## src/rtl/sram_fifo_arbiter.sv

```systemverilog
// sram_fifo_arbiter: shares one sram_fifo between NUM_SRC round-robin write
// sources and a single read sink. Reads win at the FIFO; a burst limiter
// inserts a one-cycle read bubble so a pending write can get through.
//
// Ports:
//   clk, rst                  clock, asynchronous active-high reset
//   src_wr_req/data/ack       per-source write handshake (ack is a 1-cycle pulse)
//   snk_rd_req                sink read request
//   snk_rd_data_val/data/empty  FIFO read side passed straight through
//   fifo_*                    FIFO control/data (this block is the only driver)
//   grant_id, grant_vld       current grant (registered)
//
// Optional build macro SRAM_FIFO_ARB_STATS_EN adds stall_cnt[15:0]: saturating
// count of granted cycles without a FIFO write acknowledge.
module sram_fifo_arbiter #(
  parameter int unsigned NUM_SRC      = 4,
  parameter int unsigned DATA_W       = 32,
  parameter int unsigned MAX_RD_BURST = 4,
  localparam int unsigned SRC_W       = $clog2(NUM_SRC)
) (
  input  logic                      clk,
  input  logic                      rst,
  input  logic [NUM_SRC-1:0]        src_wr_req,
  input  logic [NUM_SRC*DATA_W-1:0] src_wr_data,
  output logic [NUM_SRC-1:0]        src_wr_ack,
  input  logic                      snk_rd_req,
  output logic                      snk_rd_data_val,
  output logic [DATA_W-1:0]         snk_rd_data,
  output logic                      snk_empty,
  output logic                      fifo_wr_req,
  output logic [DATA_W-1:0]         fifo_wr_data,
  input  logic                      fifo_wr_ack,
  output logic                      fifo_rd_req,
  input  logic                      fifo_rd_data_val,
  input  logic [DATA_W-1:0]         fifo_rd_data,
  input  logic                      fifo_full,
  input  logic                      fifo_empty,
  output logic [SRC_W-1:0]          grant_id,
  output logic                      grant_vld
`ifdef SRAM_FIFO_ARB_STATS_EN
  ,
  output logic [15:0]               stall_cnt
`endif
);

  localparam int unsigned CNT_W = 4;
  localparam logic [CNT_W-1:0] BURST_LAST = CNT_W'(MAX_RD_BURST - 1);

  typedef enum logic {IDLE, GRANT} state_t;

  state_t             state, state_nxt;
  logic [SRC_W-1:0]   grant_id_nxt;
  logic [SRC_W-1:0]   rr_ptr, rr_ptr_nxt;
  logic [SRC_W-1:0]   ptr_inc;
  logic [NUM_SRC-1:0] pending;
  logic               wr_fire;
  logic [CNT_W-1:0]   rd_burst_cnt;
  logic               rd_block;

  // Full is handled by the FIFO withholding its ack; the arbiter never looks at it.
  logic unused_ok;
  assign unused_ok = fifo_full;

  // First requester at or after start, increasing index with wrap.
  function automatic logic [SRC_W-1:0] rr_pick(input logic [NUM_SRC-1:0] req,
                                               input logic [SRC_W-1:0]   start);
    logic [SRC_W-1:0] pick;
    logic [SRC_W-1:0] sel;
    logic             found;
    int unsigned      idx;
    pick  = start;
    found = 1'b0;
    for (int unsigned k = 0; k < NUM_SRC; k++) begin
      idx = (32'(start) + k) % NUM_SRC;
      sel = SRC_W'(idx);
      if (!found && req[sel]) begin
        pick  = sel;
        found = 1'b1;
      end
    end
    return pick;
  endfunction

  // Read side: pass-through, only gated by empty and the burst limiter.
  assign snk_rd_data_val = fifo_rd_data_val;
  assign snk_rd_data     = fifo_rd_data;
  assign snk_empty       = fifo_empty;
  assign fifo_rd_req     = snk_rd_req & ~fifo_empty & ~rd_block;

  // Write side: the FIFO ignores writes during reads, so mask them.
  assign grant_vld   = (state == GRANT);
  assign fifo_wr_req = grant_vld & src_wr_req[grant_id] & ~fifo_rd_req;
  assign wr_fire     = fifo_wr_req & fifo_wr_ack;
  assign ptr_inc     = (grant_id == SRC_W'(NUM_SRC - 1)) ? '0 : grant_id + 1'b1;
  assign pending     = src_wr_req & ~(NUM_SRC'(1) << grant_id);

  // Write data mux keyed by the registered grant.
  always_comb begin
    fifo_wr_data = '0;
    for (int unsigned i = 0; i < NUM_SRC; i++) begin
      if (grant_id == SRC_W'(i)) fifo_wr_data = src_wr_data[i*DATA_W +: DATA_W];
    end
  end

  // FSM state and grant registers.
  always_ff @(posedge clk or posedge rst) begin
    if (rst) begin
      state    <= IDLE;
      grant_id <= '0;
      rr_ptr   <= '0;
    end else begin
      state    <= state_nxt;
      grant_id <= grant_id_nxt;
      rr_ptr   <= rr_ptr_nxt;
    end
  end

  // Next-state, arbitration and ack pulse.
  always_comb begin
    state_nxt    = state;
    grant_id_nxt = grant_id;
    rr_ptr_nxt   = rr_ptr;
    src_wr_ack   = '0;
    case (state)
      IDLE: begin
        if (|src_wr_req) begin
          state_nxt    = GRANT;
          grant_id_nxt = rr_pick(src_wr_req, rr_ptr);
        end
      end
      GRANT: begin
        if (wr_fire) begin
          src_wr_ack = NUM_SRC'(1) << grant_id;
          rr_ptr_nxt = ptr_inc;
          if (|pending) grant_id_nxt = rr_pick(pending, ptr_inc);
          else          state_nxt    = IDLE;
        end else if (!src_wr_req[grant_id]) begin
          // Request withdrawn before ack: drop the grant, keep rr_ptr.
          state_nxt = IDLE;
        end
      end
      default: state_nxt = IDLE;
    endcase
  end

  // Burst limiter: block exactly one read cycle after MAX_RD_BURST reads
  // back-to-back while a write is granted.
  always_ff @(posedge clk or posedge rst) begin
    if (rst) begin
      rd_burst_cnt <= '0;
      rd_block     <= 1'b0;
    end else begin
      rd_block <= 1'b0;
      if (!fifo_rd_req) begin
        rd_burst_cnt <= '0;
      end else if (grant_vld && rd_burst_cnt >= BURST_LAST) begin
        rd_block     <= 1'b1;
        rd_burst_cnt <= '0;
      end else if (rd_burst_cnt != {CNT_W{1'b1}}) begin
        rd_burst_cnt <= rd_burst_cnt + 1'b1;
      end
    end
  end

`ifdef SRAM_FIFO_ARB_STATS_EN
  // Saturating count of granted cycles with no write acknowledge.
  always_ff @(posedge clk or posedge rst) begin
    if (rst) begin
      stall_cnt <= '0;
    end else if (grant_vld && !fifo_wr_ack && stall_cnt != 16'hFFFF) begin
      stall_cnt <= stall_cnt + 16'd1;
    end
  end
`endif

endmodule

```

## config.mk

```make
export PLATFORM = sky130hd
export DESIGN_NAME = sram_fifo_arbiter
export DESIGN_NICKNAME = d
export VERILOG_FILES = /design/src/rtl/sram_fifo_arbiter.sv
export SDC_FILE = /design/constraint.sdc
export NUM_CORES = 1
export LEC_CHECK = 0
export ABC_CLOCK_PERIOD_IN_PS = 3400
export CAP_MARGIN = 20
export CORE_MARGIN = 8
export CORE_UTILIZATION = 28
export CTS_CLUSTER_DIAMETER = 80
export DETAILED_ROUTE_END_ITERATION = 10
export PLACE_DENSITY_LB_ADDON = 0.15
export REMOVE_ABC_BUFFERS = 1
export SLEW_MARGIN = 20
export SYNTH_ARGS = -nofsm -noshare
export SYNTH_HDL_FRONTEND = slang
export SYNTH_SLANG_ARGS = --single-unit
```

## constraint.sdc

```tcl
create_clock -name clk -period 3.4 [get_ports clk]
set_clock_uncertainty 0.2 [all_clocks]
set_input_delay 0.85 -clock clk [delete_from_list [all_inputs] [get_ports clk]]
set_output_delay 0.85 -clock clk [all_outputs]
set_load 0.1 [all_outputs]
```

# --- Word-level counts from Yosys, hierarchy flattened ---
# Cells that the tools add are included.
op_classes:
  shift: 1
  n_div: 0
  n_lt_le_gt_ge: 10
  bitwise_logic: 11
  multipliers: 0
  n_addsub: 8
  muxes: 66
  reduce_logical: 18
  eq_ne: 8
op_table:
  columns: ["cell", "n"]
  rows:
  - ["32-bit 2-to-1 mux", 4]
  - ["1-bit 2-to-1 mux", 36]
  - ["2-bit by 3-bit less-than comparator with 1-bit output (second input constant)", 9]
  - ["2-bit 2-to-1 mux", 10]
  - ["4-bit 2-to-1 mux", 5]
  - ["1-bit binary-select mux with 2-bit select", 9]
  - ["2-bit adder (second input constant)", 4]
  - ["4-bit OR reduction", 2]
  - ["1-bit logical AND", 7]
  - ["2-bit by 1-bit adder with 2-bit output (second input constant)", 3]
  - ["1-bit logical NOT", 6]
  - ["1-bit bitwise AND", 5]
  - ["4-bit by 1-bit adder with 4-bit output (second input constant)", 1]
  - ["4-bit bitwise AND", 1]
  - ["2-bit == test (second input constant)", 2]
  - ["4-bit by 2-bit greater-or-equal comparator with 1-bit output (second input constant)", 1]
  - ["2-bit by 1-bit inequality test with 1-bit output (second input constant)", 2]
  - ["4-bit inequality test (second input constant)", 1]
  - ["1-bit inverter", 4]
  - ["4-bit inverter", 1]
  - ["2-bit case mux with 2 select lines", 1]
  - ["1-bit by 2-bit << shifter with 4-bit output (first input constant)", 1]
  - ["3-bit by 1-bit inequality test with 1-bit output (second input constant)", 1]
  - ["3-bit AND reduction", 1]
  - ["5 further kinds", 5]
totals:
  romBits: 0
  word_cells: 127
  memories: 0
  out_inout_bits: 75
  regBits: 10
  ram_bits: 0
  latch_bits: 0
  inputBits: 171

# --- Depth between registers and ports, before layout ---
logic_depth:
  depth_word: 27
  depth_mapped: 10

# --- Least setup slack after synthesis ---
# Ideal clock, no wire load.
synth_timing:
  kind: "in2out"
  start: "in fifo_empty"
  end: "out fifo_wr_req"
  path_stages: 2
  t_arrival_ns: 4.599
  path_buffers: 0
  setup_slack_ns: -2.249
  path_cell_list: "nor3b_1 > nor2_1"
synth_between:
  elab_chain_len: 5
synth_rtl:
  columns: ["item", "line_no", "rtl"]
  rows:
  - ["from (decl)", "37", "input logic fifo_empty,"]
  - ["1-bit inverter", "88", "assign fifo_rd_req = snk_rd_req & ~fifo_empty & ~rd_block;"]
  - ["1-bit bitwise AND (2 in a row)", "88", null]
  - ["1-bit inverter", "92", "assign fifo_wr_req = grant_vld & src_wr_req[grant_id] & ~fifo_rd_req;"]
  - ["1-bit bitwise AND", "92", null]
  - ["to (decl)", "30", "output logic fifo_wr_req,"]
# No other way between the ends.

# --- Final worst setup path ---
layout_timing:
  start: "in src_wr_req[3]"
  end: "out src_wr_ack[1]"
layout_between:
  elab_chain_len: 7
layout_rtl:
  columns: ["item", "line_no", "rtl"]
  rows:
  - ["from (decl)", "23", "input logic [NUM_SRC-1:0] src_wr_req,"]
  - ["1-bit binary-select mux with 2-bit select", "92", null]
  - ["1-bit 2-to-1 mux (not written as such)", "92", null]
  - ["1-bit bitwise AND (2 in a row)", "92", null]
  - ["1-bit bitwise AND", "93", "assign wr_fire = fifo_wr_req & fifo_wr_ack;"]
  - ["4-bit 2-to-1 mux", "132", "if (wr_fire) begin"]
  - ["4-bit 2-to-1 mux", "124", "case (state)"]
  - ["to (decl)", "25", "output logic [NUM_SRC-1:0] src_wr_ack,"]
# No other way between the ends. The select of a mux whose other input is x is not followed.

==> impl_metrics.env <==
export IMPL_grt_pass1_wl_um=17710
export IMPL_wirelength_um=11800
export IMPL_final_util_pct=56.81
export IMPL_fin_cells=624
export IMPL_drtIter0Drc=126
export IMPL_vias_per_cell=4.894
export IMPL_final_nets=699
export IMPL_finalSetupViolations=0
export IMPL_finalSetupTns_ns=0
export IMPL_ys_seq_area_share_pct=11.40
export IMPL_path_cells="dlygate4sd2_1 -> mux4_2 -> and4b_2 -> and2_4 -> buf_12"
export IMPL_hold_buffers=0
export IMPL_die_y_um=104.6
export IMPL_cp_required_ns=2.35
export IMPL_yosysWarnings=0
export IMPL_critical_path_top_delay_family="multiplexers"
export IMPL_rsz0062_at_grt="no"
export IMPL_syn_area_sq_mm=0.002196
export IMPL_whs_ns=0.2345
export IMPL_antenna_found_initial=0
export IMPL_ys_flop_type="dfrtp_1"
export IMPL_maxSlewViolCount=0
export IMPL_grt_max_degree=68
export IMPL_p_total_mw=5.971
export IMPL_cts_path_max_buffers=2
export IMPL_io_pins=246
export IMPL_synth_seq_cells=10
export IMPL_dp_cells=619
export IMPL_cap_violations=0
export IMPL_die_area_sq_mm=0.01093
export IMPL_cts_tree="done"
export IMPL_grtUsageMet2_pct=32.92
export IMPL_fp_row_count=32
export IMPL_final_min_clock_period_ns=3.294
export IMPL_dr_pass1_iters=7
export IMPL_leakagePower_nw=1.778
export IMPL_dpl_hpwl_um=9571
export IMPL_drc=0
export IMPL_syn_inst=386
export IMPL_cts_root_buf="clkbuf_8"
export IMPL_area_delta_synth_final_pct=97.83
export IMPL_syn_avg_cell_area_sq_um=5.689
export IMPL_finalCritPeriodShare_pct=96.88
export IMPL_critPathCaptureType="output pin"
export IMPL_drive_above_1_share_pct=14.94
export IMPL_clk_latency_ns=0.23
export IMPL_cts_sinks=10
export IMPL_start_util_pct=28.71
export IMPL_ys_types=42
export IMPL_rrSetupSlack_ns=0.42
export IMPL_power_density_mw_per_mm2=1375
export IMPL_grt_util_all_layers_pct=20.12
export IMPL_slew_headroom_pct=63.17
export IMPL_dr_total_vias=3054
export IMPL_cp_data_arrival_time_ns=2.24
export IMPL_hp_class="reg2reg"
export IMPL_met3_usage_pct=7.985
export IMPL_grt_pass1_vias=2883
export IMPL_gp_congestion=0.8690
export IMPL_cts_buffers=3
export IMPL_slowest_delay_ns=0.51
export IMPL_diodes=0
export IMPL_tightest_slew_ns=0.5525
export IMPL_final_hold_viol_count=0
export IMPL_max_freq_mhz=303.6
export IMPL_path_buf_inv=2
export IMPL_synth_edf_count=0
export IMPL_ir_drop_uv=763.4
export IMPL_crit_type="in2out"
export IMPL_grt_busiest_layer="met2"
export IMPL_crit_slowest_cell="mux4_2"
export IMPL_path_clk_slew_ns=0.05
export IMPL_grtUsageMet1_pct=25.00
export IMPL_routedWlPerCell_um=18.91
export IMPL_core_sq_mm=0.007647
export IMPL_startpoint_type="input port"
export IMPL_port_buffer_count=178
export IMPL_cts_htree_levels=1
export IMPL_die_x_um=104.6
export IMPL_grt_ovfl_total=0
export IMPL_cp_max_fo=5
export IMPL_ant_nets=0
export IMPL_async_flop_share_pct=100.0
export IMPL_status="finished, final reports clean"
-- cells in the mapped netlist, drive strengths merged, types with 2 or more instances --
cell type	count	share of area (%)
ha	5	2.8
nand2b	2	0.57
and2	5	1.4
a221o	2	0.91
nand3	4	0.91
o221ai	2	0.80
clkbuf	19	3.2
inv	9	1.5
nand2	69	12
mux2	3	1.7
buf	43	14
a21oi	69	16
o22ai	2	0.57
nor2	77	13
a31oi	4	1.1
dfrtp	10	11
o21ai	38	8.7
nor3	4	0.91
and2b	2	0.80
-- layout make-up --
class | instances | area, sq um
fillers | 741 | 3303
repair buffers | 194 | 2330
multi-input cells | 305 | 1548
flip-flops and latches | 10 | 250.2
well taps | 102 | 127.6
clock buffers | 4 | 55.05
inverters | 9 | 33.78
-- layer usage --
metal	wire length, um	vias to the layer above
met2	5635	145
met3	1220	6
met5	0	-
met1	4840	1357
met4	103	0
li1	-	1546
-- where the power goes --
part / total (mW) / internal, mW / switching, mW
clock: 0.143 / 0.101 / 0.0412
sequential: 0.205 / 0.152 / 0.0526
combinational: 5.62 / 1.91 / 3.72
-- cell usage in the layout, fill, tap and decap left out, types with 4 or more instances in the layout --
master,Yosys,final
clkdlybuf4s50_1,0,132
o21ai_1,0,4
a31oi_1,4,4
o21ai_0,38,34
buf_12,0,43
nand3_1,4,4
dfrtp_1,10,10
a21oi_1,69,69
nor3_1,4,4
nor2_1,76,76
inv_1,9,9
buf_4,34,15
and2_4,0,4
nand2_1,69,69
dlygate4sd2_1,0,4
clkbuf_8,0,4
-- worst register-to-register path: stages, from the launching register on --
cell and delay, ns:
dfrtp_1 0.44, inv_1 0.13, ha_2 0.20, buf_12 0.27
and2b_1 0.30, nor2_1 0.17, nor4_2 0.06, a311oi_1 0.41
mux2_4 0.34, a221o_1 0.34
-- stage by stage --
stage               cell area, sq um  setup slack, ns
floorplan                       1817           -2.525
global placement                4279          -0.1590
detailed placement              4279          -0.1772
CTS                             4344          0.07252
global route                    4344         0.004714
finish                          4344           0.1062
-- kinds of logic after synthesis --
kind of cell    Yosys count  share of synthesized area (%)
simple gates            169                          32.02
compound gates          125                          31.17
buf+inv                  71                          18.80
flops                    10                          11.40
mux                       5                          3.362
fa+ha+maj                 5                          2.849
xor+xnor                  1                         0.3989
-- final timing paths --
check,start,to,cells after the start
min in group asynchronous,rst,grant_id[1]$_DFFE_PP0P_,2
setup / recovery,src_wr_req[3],src_wr_ack[1],5
hold reg to reg,rd_block$_DFF_PP0_,rd_block$_DFF_PP0_,1
setup reg to reg,grant_id[0]$_DFFE_PP0P_,grant_id[0]$_DFFE_PP0P_,9
hold / removal,rd_block$_DFF_PP0_,rd_block$_DFF_PP0_,1
max in group asynchronous,rst,rr_ptr[0]$_DFFE_PP0P_,2
-- flip-flops by register name, summed over array words and instances (netlist names) --
signal and cells:
grant_id 2, grant_vld 1, rd_block 1, rd_burst_cnt 4, rr_ptr 2
-- repair_timing --
action                                  CTS  global route
pin swaps                                 1             0
resized for setup                        10             4
endpoints found under the setup margin    4             4
setup buffers                             1             0
No activity file was read; power rests on OpenSTA's default activity.
